$ cat src/rtl/i2c_message_buffer_if.sv
// i2c_message_buffer_if
//   Bundles the host write port and the transmitter-facing read/control
//   signals of the I2C message buffer.
//   Host side     : wr_data, wr_valid, wr_ready, flush
//   Transmitter   : index_bit/msg/trans, tx_done, msg_bit, start, busy
//   Constants     : limit_bit/msg/trans (driven by the buffer)
//   slave  modport: the buffer itself
//   master modport: whoever drives the buffer (host + transmitter)
interface i2c_message_buffer_if #(
   parameter int BI_BW = 3,
   parameter int MI_BW = 2,
   parameter int TI_BW = 5
);
   logic [7:0]       wr_data;
   logic             wr_valid;
   logic             wr_ready;
   logic             flush;
   logic [BI_BW-1:0] index_bit;
   logic [MI_BW-1:0] index_msg;
   logic [TI_BW-1:0] index_trans;
   logic             tx_done;
   logic             msg_bit;
   logic             start;
   logic             busy;
   logic [BI_BW-1:0] limit_bit;
   logic [MI_BW-1:0] limit_msg;
   logic [TI_BW-1:0] limit_trans;

   modport slave (
      input  wr_data, wr_valid, flush, index_bit, index_msg, index_trans, tx_done,
      output wr_ready, msg_bit, start, busy, limit_bit, limit_msg, limit_trans
   );

   modport master (
      output wr_data, wr_valid, flush, index_bit, index_msg, index_trans, tx_done,
      input  wr_ready, msg_bit, start, busy, limit_bit, limit_msg, limit_trans
   );
endinterface

$ cat src/rtl/i2c_message_buffer.sv
// i2c_message_buffer
//   Staging buffer for one full I2C transfer set: (LIMIT_TRANS+1)
//   transactions of (LIMIT_MSG+1) bytes. The host fills it over a
//   valid/ready port; once full, the buffer pulses start, then serves
//   msg_bit from the transmitter's indices until tx_done.
//   Ports:
//     clock  - rising-edge clock
//     reset  - asynchronous active-high reset
//     bus    - i2c_message_buffer_if.slave (write port, read indices,
//              start/busy/tx_done handshake, limit constants)
module i2c_message_buffer #(
   parameter int BI_BW       = 3,
   parameter int MI_BW       = 2,
   parameter int TI_BW       = 5,
   parameter int LIMIT_BIT   = 7,
   parameter int LIMIT_MSG   = 2,
   parameter int LIMIT_TRANS = 31
) (
   input logic                  clock,
   input logic                  reset,
   i2c_message_buffer_if.slave  bus
);

   if (LIMIT_MSG >= (1 << MI_BW)) begin : g_bad_msg
      $error("LIMIT_MSG does not fit in MI_BW bits");
   end
   if (LIMIT_TRANS >= (1 << TI_BW)) begin : g_bad_trans
      $error("LIMIT_TRANS does not fit in TI_BW bits");
   end
   if (LIMIT_BIT >= (1 << BI_BW)) begin : g_bad_bit
      $error("LIMIT_BIT does not fit in BI_BW bits");
   end

   typedef enum logic [1:0] {LOAD, ARM, SEND} state_t;

   state_t           state, state_nxt;
   logic [MI_BW-1:0] wr_msg;
   logic [TI_BW-1:0] wr_trans;
   logic [7:0]       mem [LIMIT_TRANS+1][LIMIT_MSG+1];
   logic             wr_ready, start, busy, msg_bit_q;

   // Flush only counts in LOAD and overrides a same-cycle write.
   logic accept, flush_ld, store, msg_last, trans_last, clear_cnt;
   assign accept     = bus.wr_valid && (state == LOAD);
   assign flush_ld   = bus.flush && (state == LOAD);
   assign store      = accept && !flush_ld;
   assign msg_last   = (wr_msg == MI_BW'(LIMIT_MSG));
   assign trans_last = (wr_trans == TI_BW'(LIMIT_TRANS));
   assign clear_cnt  = flush_ld || ((state == SEND) && bus.tx_done);

   always_ff @(posedge clock or posedge reset) begin
      if (reset) state <= LOAD;
      else       state <= state_nxt;
   end

   always_comb begin
      state_nxt = state;
      wr_ready  = 1'b0;
      start     = 1'b0;
      busy      = 1'b0;
      case (state)
         LOAD: begin
            wr_ready = 1'b1;
            if (store && msg_last && trans_last) state_nxt = ARM;
         end
         ARM: begin
            start     = 1'b1;
            busy      = 1'b1;
            state_nxt = SEND;
         end
         SEND: begin
            busy = 1'b1;
            if (bus.tx_done) state_nxt = LOAD;
         end
         default: state_nxt = LOAD;
      endcase
   end

   always_ff @(posedge clock or posedge reset) begin
      if (reset) begin
         wr_msg   <= '0;
         wr_trans <= '0;
      end else if (clear_cnt) begin
         wr_msg   <= '0;
         wr_trans <= '0;
      end else if (store) begin
         if (msg_last) begin
            wr_msg   <= '0;
            wr_trans <= trans_last ? '0 : wr_trans + 1'b1;
         end else begin
            wr_msg <= wr_msg + 1'b1;
         end
      end
   end

   // Storage is deliberately not reset.
   always_ff @(posedge clock) begin
      if (store) mem[wr_trans][wr_msg] <= bus.wr_data;
   end

   // Read path: bit 0 of the index is the MSB of the byte on the wire.
   logic             rd_in_range;
   logic [BI_BW-1:0] bit_sel;
   logic [7:0]       rd_byte;
   assign rd_in_range = (int'(bus.index_msg) <= LIMIT_MSG) &&
                        (int'(bus.index_trans) <= LIMIT_TRANS);
   assign bit_sel     = BI_BW'(LIMIT_BIT) - bus.index_bit;

   always_comb begin
      rd_byte = 8'h00;
      if (rd_in_range) rd_byte = mem[bus.index_trans][bus.index_msg];
   end

   always_ff @(posedge clock or posedge reset) begin
      if (reset) msg_bit_q <= 1'b0;
      else       msg_bit_q <= rd_in_range ? rd_byte[bit_sel] : 1'b0;
   end

   assign bus.wr_ready    = wr_ready;
   assign bus.start       = start;
   assign bus.busy        = busy;
   assign bus.msg_bit     = msg_bit_q;
   assign bus.limit_bit   = BI_BW'(LIMIT_BIT);
   assign bus.limit_msg   = MI_BW'(LIMIT_MSG);
   assign bus.limit_trans = TI_BW'(LIMIT_TRANS);

endmodule

$ cat src/flat_wrapper.sv
// flat-port wrapper written by rule: the top's interface ports become plain ports
module i2c_message_buffer_flat 
#(
   parameter int BI_BW       = 3,
   parameter int MI_BW       = 2,
   parameter int TI_BW       = 5,
   parameter int LIMIT_BIT   = 7,
   parameter int LIMIT_MSG   = 2,
   parameter int LIMIT_TRANS = 31
)
  (clock, reset, bus_wr_data, bus_wr_valid, bus_flush, bus_index_bit, bus_index_msg, bus_index_trans, bus_tx_done, bus_wr_ready, bus_msg_bit, bus_start, bus_busy, bus_limit_bit, bus_limit_msg, bus_limit_trans);
  i2c_message_buffer_if #(.BI_BW(BI_BW), .MI_BW(MI_BW), .TI_BW(TI_BW)) bus_i ();
  input logic clock;
  input logic reset;
  input wire logic [$bits(bus_i.wr_data)-1:0] bus_wr_data;
  input wire logic [$bits(bus_i.wr_valid)-1:0] bus_wr_valid;
  input wire logic [$bits(bus_i.flush)-1:0] bus_flush;
  input wire logic [$bits(bus_i.index_bit)-1:0] bus_index_bit;
  input wire logic [$bits(bus_i.index_msg)-1:0] bus_index_msg;
  input wire logic [$bits(bus_i.index_trans)-1:0] bus_index_trans;
  input wire logic [$bits(bus_i.tx_done)-1:0] bus_tx_done;
  output wire logic [$bits(bus_i.wr_ready)-1:0] bus_wr_ready;
  output wire logic [$bits(bus_i.msg_bit)-1:0] bus_msg_bit;
  output wire logic [$bits(bus_i.start)-1:0] bus_start;
  output wire logic [$bits(bus_i.busy)-1:0] bus_busy;
  output wire logic [$bits(bus_i.limit_bit)-1:0] bus_limit_bit;
  output wire logic [$bits(bus_i.limit_msg)-1:0] bus_limit_msg;
  output wire logic [$bits(bus_i.limit_trans)-1:0] bus_limit_trans;
  assign bus_i.wr_data = bus_wr_data;
  assign bus_i.wr_valid = bus_wr_valid;
  assign bus_i.flush = bus_flush;
  assign bus_i.index_bit = bus_index_bit;
  assign bus_i.index_msg = bus_index_msg;
  assign bus_i.index_trans = bus_index_trans;
  assign bus_i.tx_done = bus_tx_done;
  assign bus_wr_ready = bus_i.wr_ready;
  assign bus_msg_bit = bus_i.msg_bit;
  assign bus_start = bus_i.start;
  assign bus_busy = bus_i.busy;
  assign bus_limit_bit = bus_i.limit_bit;
  assign bus_limit_msg = bus_i.limit_msg;
  assign bus_limit_trans = bus_i.limit_trans;
  i2c_message_buffer #(.BI_BW(BI_BW), .MI_BW(MI_BW), .TI_BW(TI_BW), .LIMIT_BIT(LIMIT_BIT), .LIMIT_MSG(LIMIT_MSG), .LIMIT_TRANS(LIMIT_TRANS)) u_core (.clock(clock), .reset(reset), .bus(bus_i));
endmodule
$ cat config.mk
export PLATFORM = sky130hd
export DESIGN_NAME = i2c_message_buffer_flat
export DESIGN_NICKNAME = d
export VERILOG_FILES = /design/src/rtl/i2c_message_buffer_if.sv /design/src/rtl/i2c_message_buffer.sv /design/src/flat_wrapper.sv
export SDC_FILE = /design/constraint.sdc
export NUM_CORES = 1
export LEC_CHECK = 0
export BUFFER_PORTS_ARGS = -buffer_cell sky130_fd_sc_hd__buf_2
export CORE_UTILIZATION = 50
export CTS_CLUSTER_SIZE = 28
export DETAILED_ROUTE_END_ITERATION = 6
export GPL_TIMING_DRIVEN = 0
export PLACE_DENSITY = 0.68
export SLEW_MARGIN = 20
export SYNTH_ARGS = -nofsm -noshare
export SYNTH_HDL_FRONTEND = slang
export SYNTH_SLANG_ARGS = --single-unit
$ cat constraint.sdc
create_clock -name clock -period 7 [get_ports clock]
set_clock_uncertainty 0.1 [all_clocks]
set_input_delay 0.35 -clock clock [delete_from_list [all_inputs] [get_ports clock]]
set_output_delay 0.35 -clock clock [all_outputs]
set_load 0.03 [all_outputs]
==> results of run 1 <==
==> flip-flops by register name, summed over array words and instances, names as in the netlist <==
name and cells:
u_core.bus.msg_bit 1, u_core.wr_msg 2, u_core.state 2, u_core.mem 768, u_core.wr_trans 5
==> routing by layer <==
metal / part of all wire, % / GRT usage, % / vias to the layer above
li1: - / - / 6519
met1: 39 / 39.18 / 8626
met2: 47 / 42.91 / 1063
met3: 11 / 6.620 / 202
met4: 3.9 / 10.46 / 0
met5: 0 / 0 / -
==> layout by cell type (no fill, tap or decap), types with 5 or more instances in the layout <==
cell type	instances
clkinv_2	16
o22ai_1	7
nor2b_1	17
a211oi_1	8
dfrtp_1	10
nor2_2	6
mux4_2	185
bufinv_16	7
o21ai_0	6
o221ai_1	18
mux2i_1	53
a2111oi_0	5
buf_2	42
a21oi_1	28
nand2_1	70
nand3b_1	5
nand3_1	26
clkinv_1	9
nor3_1	5
buf_4	34
ha_1	8
clkbuf_16	80
conb_1	10
mux2_2	7
inv_1	10
clkbuf_1	48
edfxtp_1	768
buf_12	5
a22oi_1	17
buf_6	9
nor2_1	107
==> cell type report <==
class	count	share of cell area (%)
clock inverters	42	1.196
inverters	10	0.1081
multi-input cells	645	20.07
well taps	782	2.817
plain buffers	100	1.653
clock buffers	94	5.972
flip-flops and latches	778	67.12
repair buffers	38	1.066
==> critical path, delay by kind of cell <==
kind / cells / cell delay, ps
compound gates: 2 / 340
simple gates: 5 / 2130
buf+inv: 2 / 1640
==> through the flow <==
stage / instances / utilization (%) / power, mW / instance area [um2] / setup slack, ps
6_report: 2489 / 57.33 / 9.757 / 34730 / 2891
5_1_grt: 2489 / 57.33 / 9.959 / 34730 / 3012
4_1_cts: 2489 / 57.33 / 9.772 / 34730 / 3231
3_5_place_dp: 2351 / 53.19 / 5.734 / 32220 / 2611
3_3_place_gp: 2338 / 52.74 / 5.718 / 31950 / 2552
2_1_floorplan: 1533 / - / 5.487 / 30860 / 3760
==> power by group through the flow <==
stage               Sequential (mW)  Combinational, mW  Clock, mW
detailed placement             5.22              0.514          0
finish                         5.12              0.524       4.11
CTS                            5.12              0.517       4.13
global placement               5.23              0.493          0
floorplan                      5.22              0.264          0
global route                   5.12              0.543       4.30
==> kinds of logic (layout without fill, tap and decap cells) <==
family / Yosys count / after routing
AO/OA/AOI/OAI: 114 / 114
adder cells (fa/ha/maj): 8 / 8
buffers and inverters: 110 / 284
flip-flops: 778 / 778
multiplexers: 245 / 245
other: 2 / 10
AND/OR/NAND/NOR: 268 / 268
==> worst max-delay path by stage <==
| stage | start | endpoint | cells past startpoint |
|---|---|---|---|
| 2_1_floorplan | u_core.state[0] | u_core.mem[18][0] | 7 |
| 3_3_place_gp | bus_index_trans[2] | u_core.bus.msg_bit | 9 |
| 3_5_place_dp | bus_index_trans[1] | u_core.bus.msg_bit | 10 |
| 4_1_cts | bus_index_trans[1] | u_core.bus.msg_bit | 10 |
| 5_1_grt | bus_index_trans[3] | u_core.bus.msg_bit | 9 |
| 6_report | bus_index_trans[3] | u_core.bus.msg_bit | 9 |
==> flow_metrics.env, run 1 <==
export IMPL_run_status="completed"
export IMPL_setup_viol=0
export IMPL_tritoncts_num_sinks=778
export IMPL_cts_inserted_buffers=78
export IMPL_totalWireLength_mm=85.74
export IMPL_critical_path_slowest_cell="clkbuf_1"
export IMPL_core_area_um2=60580
export IMPL_ys_ff_latch=778
export IMPL_synth_yosys_warnings=0
export IMPL_layout_min_cycle_time_ps=4109
export IMPL_power_frac_clock_pct=42.1
export IMPL_final_period_utilization_pct=58.70
export IMPL_area_growth_syn_to_layout_pct=12.67
export IMPL_route_vias_total=16410
export IMPL_setup_tns_ps=0
export IMPL_r2r_cells=8
export IMPL_overall_overflow_remaining_after_global_route=0
export IMPL_crit_path_start_kind="primary input"
export IMPL_power_ir_vdd_worst_uv=186.8
export IMPL_number_of_global_route_vias_before_repair=16210
export IMPL_n_fill_cell=4453
export IMPL_place_hpwl_mm=56.54
export IMPL_synth_simple_gate_area_share_pct=3.920
export IMPL_synth_largest_type_area_fraction_pct=74.81
export IMPL_cts_tree="yes"
export IMPL_floorplan_die_height_um=250.3
export IMPL_grt_max_degree=73
export IMPL_synth_enable_flop_cells=768
export IMPL_asyncSetResetFlopFracSynth_pct=1.285
export IMPL_report_final_hold_viol_count=0
export IMPL_route_detailed_drc=0
export IMPL_critical_path_cell_by_cell="clkbuf_1 > clkbuf_1 > nor2_1 > nand3b_1 > o32ai_1 > nor4_1 > o211ai_1 > nor4_1 > or3_1"
export IMPL_worst_endpoint_arrival_ps=4500
export IMPL_startpoint_of_the_most_critical_register_to_register_path="u_core.state[0]"
export IMPL_final_seq_area_um2=23310
export IMPL_post_synth_top_area_cell="edfxtp_1"
export IMPL_share_comb_of_total_power_pct=5.4
export IMPL_grt_setup_unrepaired="false"
export IMPL_synth_top_family_by_area="multiplexers"
export IMPL_hold_path_startpoint="bus_wr_data[7]"
export IMPL_worstSkewPairLatency_ps=640
export IMPL_min_delay_path_depth=1
export IMPL_dominantRegCellSynth="edfxtp_1"
export IMPL_cts_max_level=3
export IMPL_category_of_the_critical_setup_timing_path="in2reg"
export IMPL_cellLeakagePower_nw=11.02
export IMPL_postCtsHoldBufs=2
export IMPL_clk_transition_reported_paths_ps=70
export IMPL_routability_driven_placement_congestion_ratio=1.018
export IMPL_powerDensity_nw_per_um2=280.9
export IMPL_timing_critical_path_to_type="flop"
export IMPL_yosys_area_share_adder_pct=0.3247
export IMPL_ys_seq_area_share_pct=75.62
export IMPL_io_pins=37
export IMPL_multi_input_area_um2=6972
export IMPL_sequentialPowerShare_pct=52.5
export IMPL_nNetsFinal=1682
export IMPL_initial_utilization_pct=50.89
export IMPL_placement_io_buffers=23
export IMPL_routed_via_density=6.593
export IMPL_syn_area_um2=30830
export IMPL_intPower_mw=7.670
export IMPL_fmax_mhz=243.4
export IMPL_number_of_maximum_capacitance_constraint_violations=0
export IMPL_fp_dieW_um=250.3
export IMPL_switching_share_pct=21.38
export IMPL_tightest_slew_ps=1187
export IMPL_path_max_fanout=10
export IMPL_hold_path_class="in2reg"
export IMPL_clockBufferDepth=3
export IMPL_r2r_end="u_core.mem[29][2]"
export IMPL_worst_hold_path_endpoint="u_core.mem[20][23]"
export IMPL_synth_area_leaders="edfxtp_1 75%, mux4_2 14%, mux2i_1 1.7%"
export IMPL_critical_path_max_stage_delay_ps=940
export IMPL_insertedDiodeCount=0
export IMPL_timing_hold_ws_ps=17.32
export IMPL_power_switching_mw=2.087
export IMPL_initial_antenna_violation_count=2
export IMPL_post_syn_area_per_cell_um2=20.22
export IMPL_layout_cells_sized_above_1_pct=24.31
export IMPL_grt_pass1_wl_mm=120.4
export IMPL_cts_root_buffer="clkbuf_16"
export IMPL_cell_count_after_synthesis=1525
export IMPL_cts_repair_resized=0
export IMPL_drt_iter0_drc=2359
export IMPL_post_synthesis_cell_type_count=55
export IMPL_placementRows=90
export IMPL_post_synth_mux_area_share_pct=15.49
export IMPL_post_cts_buffers=0
export IMPL_drt_pre_antenna_iters=7
export IMPL_synth_compound_area_share_pct=2.646
export IMPL_synthXorXnorAreaFrac_pct=0
export IMPL_gr_usage_all_layers_pct=27.92
export IMPL_die_area_um2=62660
export IMPL_drtAntennaViolNets=0
export IMPL_synth_top_cells_by_count="768 x edfxtp_1, 185 x mux4_2, 113 x nor2_1, 70 x nand2_1, 53 x mux2i_1"
export IMPL_worst_ep_required_time_ps=7390
export IMPL_synth_most_common_cell="edfxtp_1"
export IMPL_r2r_slack_ps=3380
export IMPL_routed_wire_length_per_instance_um=34.45
export IMPL_maxSlewViolCount=0
export IMPL_worst_slew_margin_rel_pct=20.57
Power figures use the tool's default switching activity.
==> inputs of run 2 (changes only) <==
==> constraint.sdc (replaced) <==
create_clock -name clock -period 4.1 [get_ports clock]
set_clock_uncertainty 0.1 [all_clocks]
set_input_delay 0.205 -clock clock [delete_from_list [all_inputs] [get_ports clock]]
set_output_delay 0.205 -clock clock [all_outputs]
set_load 0.03 [all_outputs]
==> flow_metrics.env, run 2 (synthesis gave the netlist of run 1 again) <==
export IMPL_run_status="completed"
export IMPL_post_cts_buffers=0
export IMPL_largest_register_ffs=768
export IMPL_grt_pass1_wl_mm=120.6
export IMPL_power_ir_vdd_worst_uv=316.9
export IMPL_cts_repair_resized=0
export IMPL_routed_wire_length_per_instance_um=34.28
export IMPL_area_growth_syn_to_layout_pct=13.03
export IMPL_number_of_global_route_vias_before_repair=16260
export IMPL_path_max_fanout=10
export IMPL_setup_viol=0
export IMPL_cts_tree="yes"
export IMPL_io_pins=37
export IMPL_drt_pre_antenna_iters=6
export IMPL_critical_path_cell_by_cell="clkbuf_1 > clkbuf_1 > nor2_1 > nand3b_1 > o32ai_1 > nor4_1 > o211ai_1 > nor4_1 > or3_1"
export IMPL_final_seq_area_um2=23310
export IMPL_number_of_buffer_and_inverter_instances_along_the_worst_setup_path=2
export IMPL_grt_setup_unrepaired="false"
export IMPL_design_power_total_mw=16.66
export IMPL_category_of_the_critical_setup_timing_path="in2reg"
export IMPL_setup_tns_ps=0
export IMPL_layout_cells_sized_above_1_pct=24.16
export IMPL_floorplan_die_height_um=250.3
export IMPL_nNetsFinal=1693
export IMPL_drt_iter0_drc=2482
export IMPL_critical_path_slowest_cell="clkbuf_1"
export IMPL_clockBufferDepth=3
export IMPL_cts_max_level=3
export IMPL_initial_utilization_pct=50.89
export IMPL_die_area_um2=62660
export IMPL_gr_usage_all_layers_pct=27.95
export IMPL_worst_path_dominant_cell_family="simple AND/OR/NAND/NOR gates"
export IMPL_tightest_slew_ps=1192
export IMPL_layout_min_cycle_time_ps=3895
export IMPL_placement_io_buffers=23
export IMPL_route_vias_total=16550
export IMPL_overall_overflow_remaining_after_global_route=0
export IMPL_worst_endpoint_arrival_ps=4290
export IMPL_clk_transition_reported_paths_ps=60
export IMPL_regMostFlops="u_core.mem"
export IMPL_worstSkewPairLatency_ps=630
export IMPL_stdcell_area_um2=34850
export IMPL_cts_inserted_buffers=78
export IMPL_maxSlewViolCount=0
export IMPL_powerDensity_nw_per_um2=478.2
export IMPL_grt_max_degree=73
export IMPL_m1WireLength_mm=33.08
export IMPL_multi_input_area_um2=6972
export IMPL_core_area_um2=60580
export IMPL_route_detailed_drc=0
export IMPL_wl_met3_mm=9.331
export IMPL_most_common_cell_after_layout_fill_and_taps_aside="edfxtp_1"
export IMPL_report_final_hold_viol_count=0
export IMPL_critical_path_max_stage_delay_ps=940
export IMPL_routability_driven_placement_congestion_ratio=1.018
export IMPL_timing_critical_path_to_type="flop"
export IMPL_postCtsHoldBufs=13
export IMPL_placementRows=90
export IMPL_tritoncts_num_sinks=778
export IMPL_timing_hold_ws_ps=19.80
export IMPL_n_fill_cell=4448
export IMPL_hold_path_class="in2async"
export IMPL_placement_setup_worst_slack_ps=-143.6
export IMPL_layout_common_cells="768 x edfxtp_1, 185 x mux4_2, 107 x nor2_1"
export IMPL_initial_antenna_violation_count=2
export IMPL_fmax_mhz=256.7
export IMPL_crit_path_start_kind="primary input"
export IMPL_worst_slew_margin_rel_pct=20.21
export IMPL_route_top_layer_used="met4"
export IMPL_final_period_utilization_pct=95.01
export IMPL_length_of_routed_met2_wiring_mm=40.02
export IMPL_fp_dieW_um=250.3
export IMPL_place_hpwl_mm=56.54
export IMPL_routed_via_density=6.617
export IMPL_top_regs="u_core.mem: 768 flops, u_core.wr_trans: 5 flops"
export IMPL_place_area_um2=32220
export IMPL_worst_ep_required_time_ps=4490
export IMPL_cts_root_buffer="clkbuf_16"
export IMPL_drtAntennaViolNets=0
export IMPL_cellLeakagePower_nw=11.06
export IMPL_totalWireLength_mm=85.73
export IMPL_number_of_maximum_capacitance_constraint_violations=0
export IMPL_crit_path_setup_slack_layout_ps=204.7
==> run 2: cell types whose count changed in the layout (fill, tap and decap cells not counted) <==
| cell | delta |
|---|---|
| dlygate4sd3_1 | +11 |
| diode_2 | +1 |
==> run 2: path summary, 6_finish.rpt <==
path | startpoint | end | slack [ps] | cells after the start
min | reset | u_core.state[1] | 20 | 3
min reg2reg | u_core.state[0] | u_core.state[0] | 450 | 1
max in group asynchronous | reset | u_core.wr_trans[2] | 3590 | 3
max | bus_index_trans[3] | u_core.bus.msg_bit | 200 | 9
max reg2reg | u_core.state[0] | u_core.mem[29][5] | 480 | 8
min in group clock | bus_index_msg[1] | u_core.bus.msg_bit | 410 | 5
==> run 2: per-layer routing <==
metal | up-vias | track usage, %
met4 | 0 | 10.46
met2 | 1161 | 43.01
met3 | 201 | 6.588
met5 | - | 0
met1 | 8644 | 39.20
li1 | 6543 | -
==> run 2: cell type report <==
type | count | share of cell area, %
Sequential cell | 778 | 66.90
Multi-Input combinational cell | 645 | 20.01
Clock buffer | 94 | 5.953
Tap cell | 782 | 2.808
Buffer | 100 | 1.648
Timing Repair Buffer | 49 | 1.379
Clock inverter | 42 | 1.192
Inverter | 10 | 0.1077
Antenna cell | 1 | 0.007181
==> run 2: power by group <==
part           switching [mW]  total (mW)  leakage [nW]  internal [mW]
logic                   0.593       0.902          2.80          0.310
registers             0.00258        8.74          7.04           8.74
clock network            2.96        7.02          1.22           4.05
==> run 2: worst reg2reg max path, stage by stage, from the launching register on <==
cell      delay [ps]
dfrtp_1          400
inv_1             90
ha_1             240
nand3b_1         200
or3b_2           500
clkbuf_1         220
clkbuf_1         310
buf_1            300
nor2_1           880
==> run 2: metrics by stage <==
stage               cells  util (%)
detailed placement   2351     53.19
finish               2501     57.52
global route         2500     57.52
floorplan            1533         -
CTS                  2500     57.52
global placement     2338     52.74
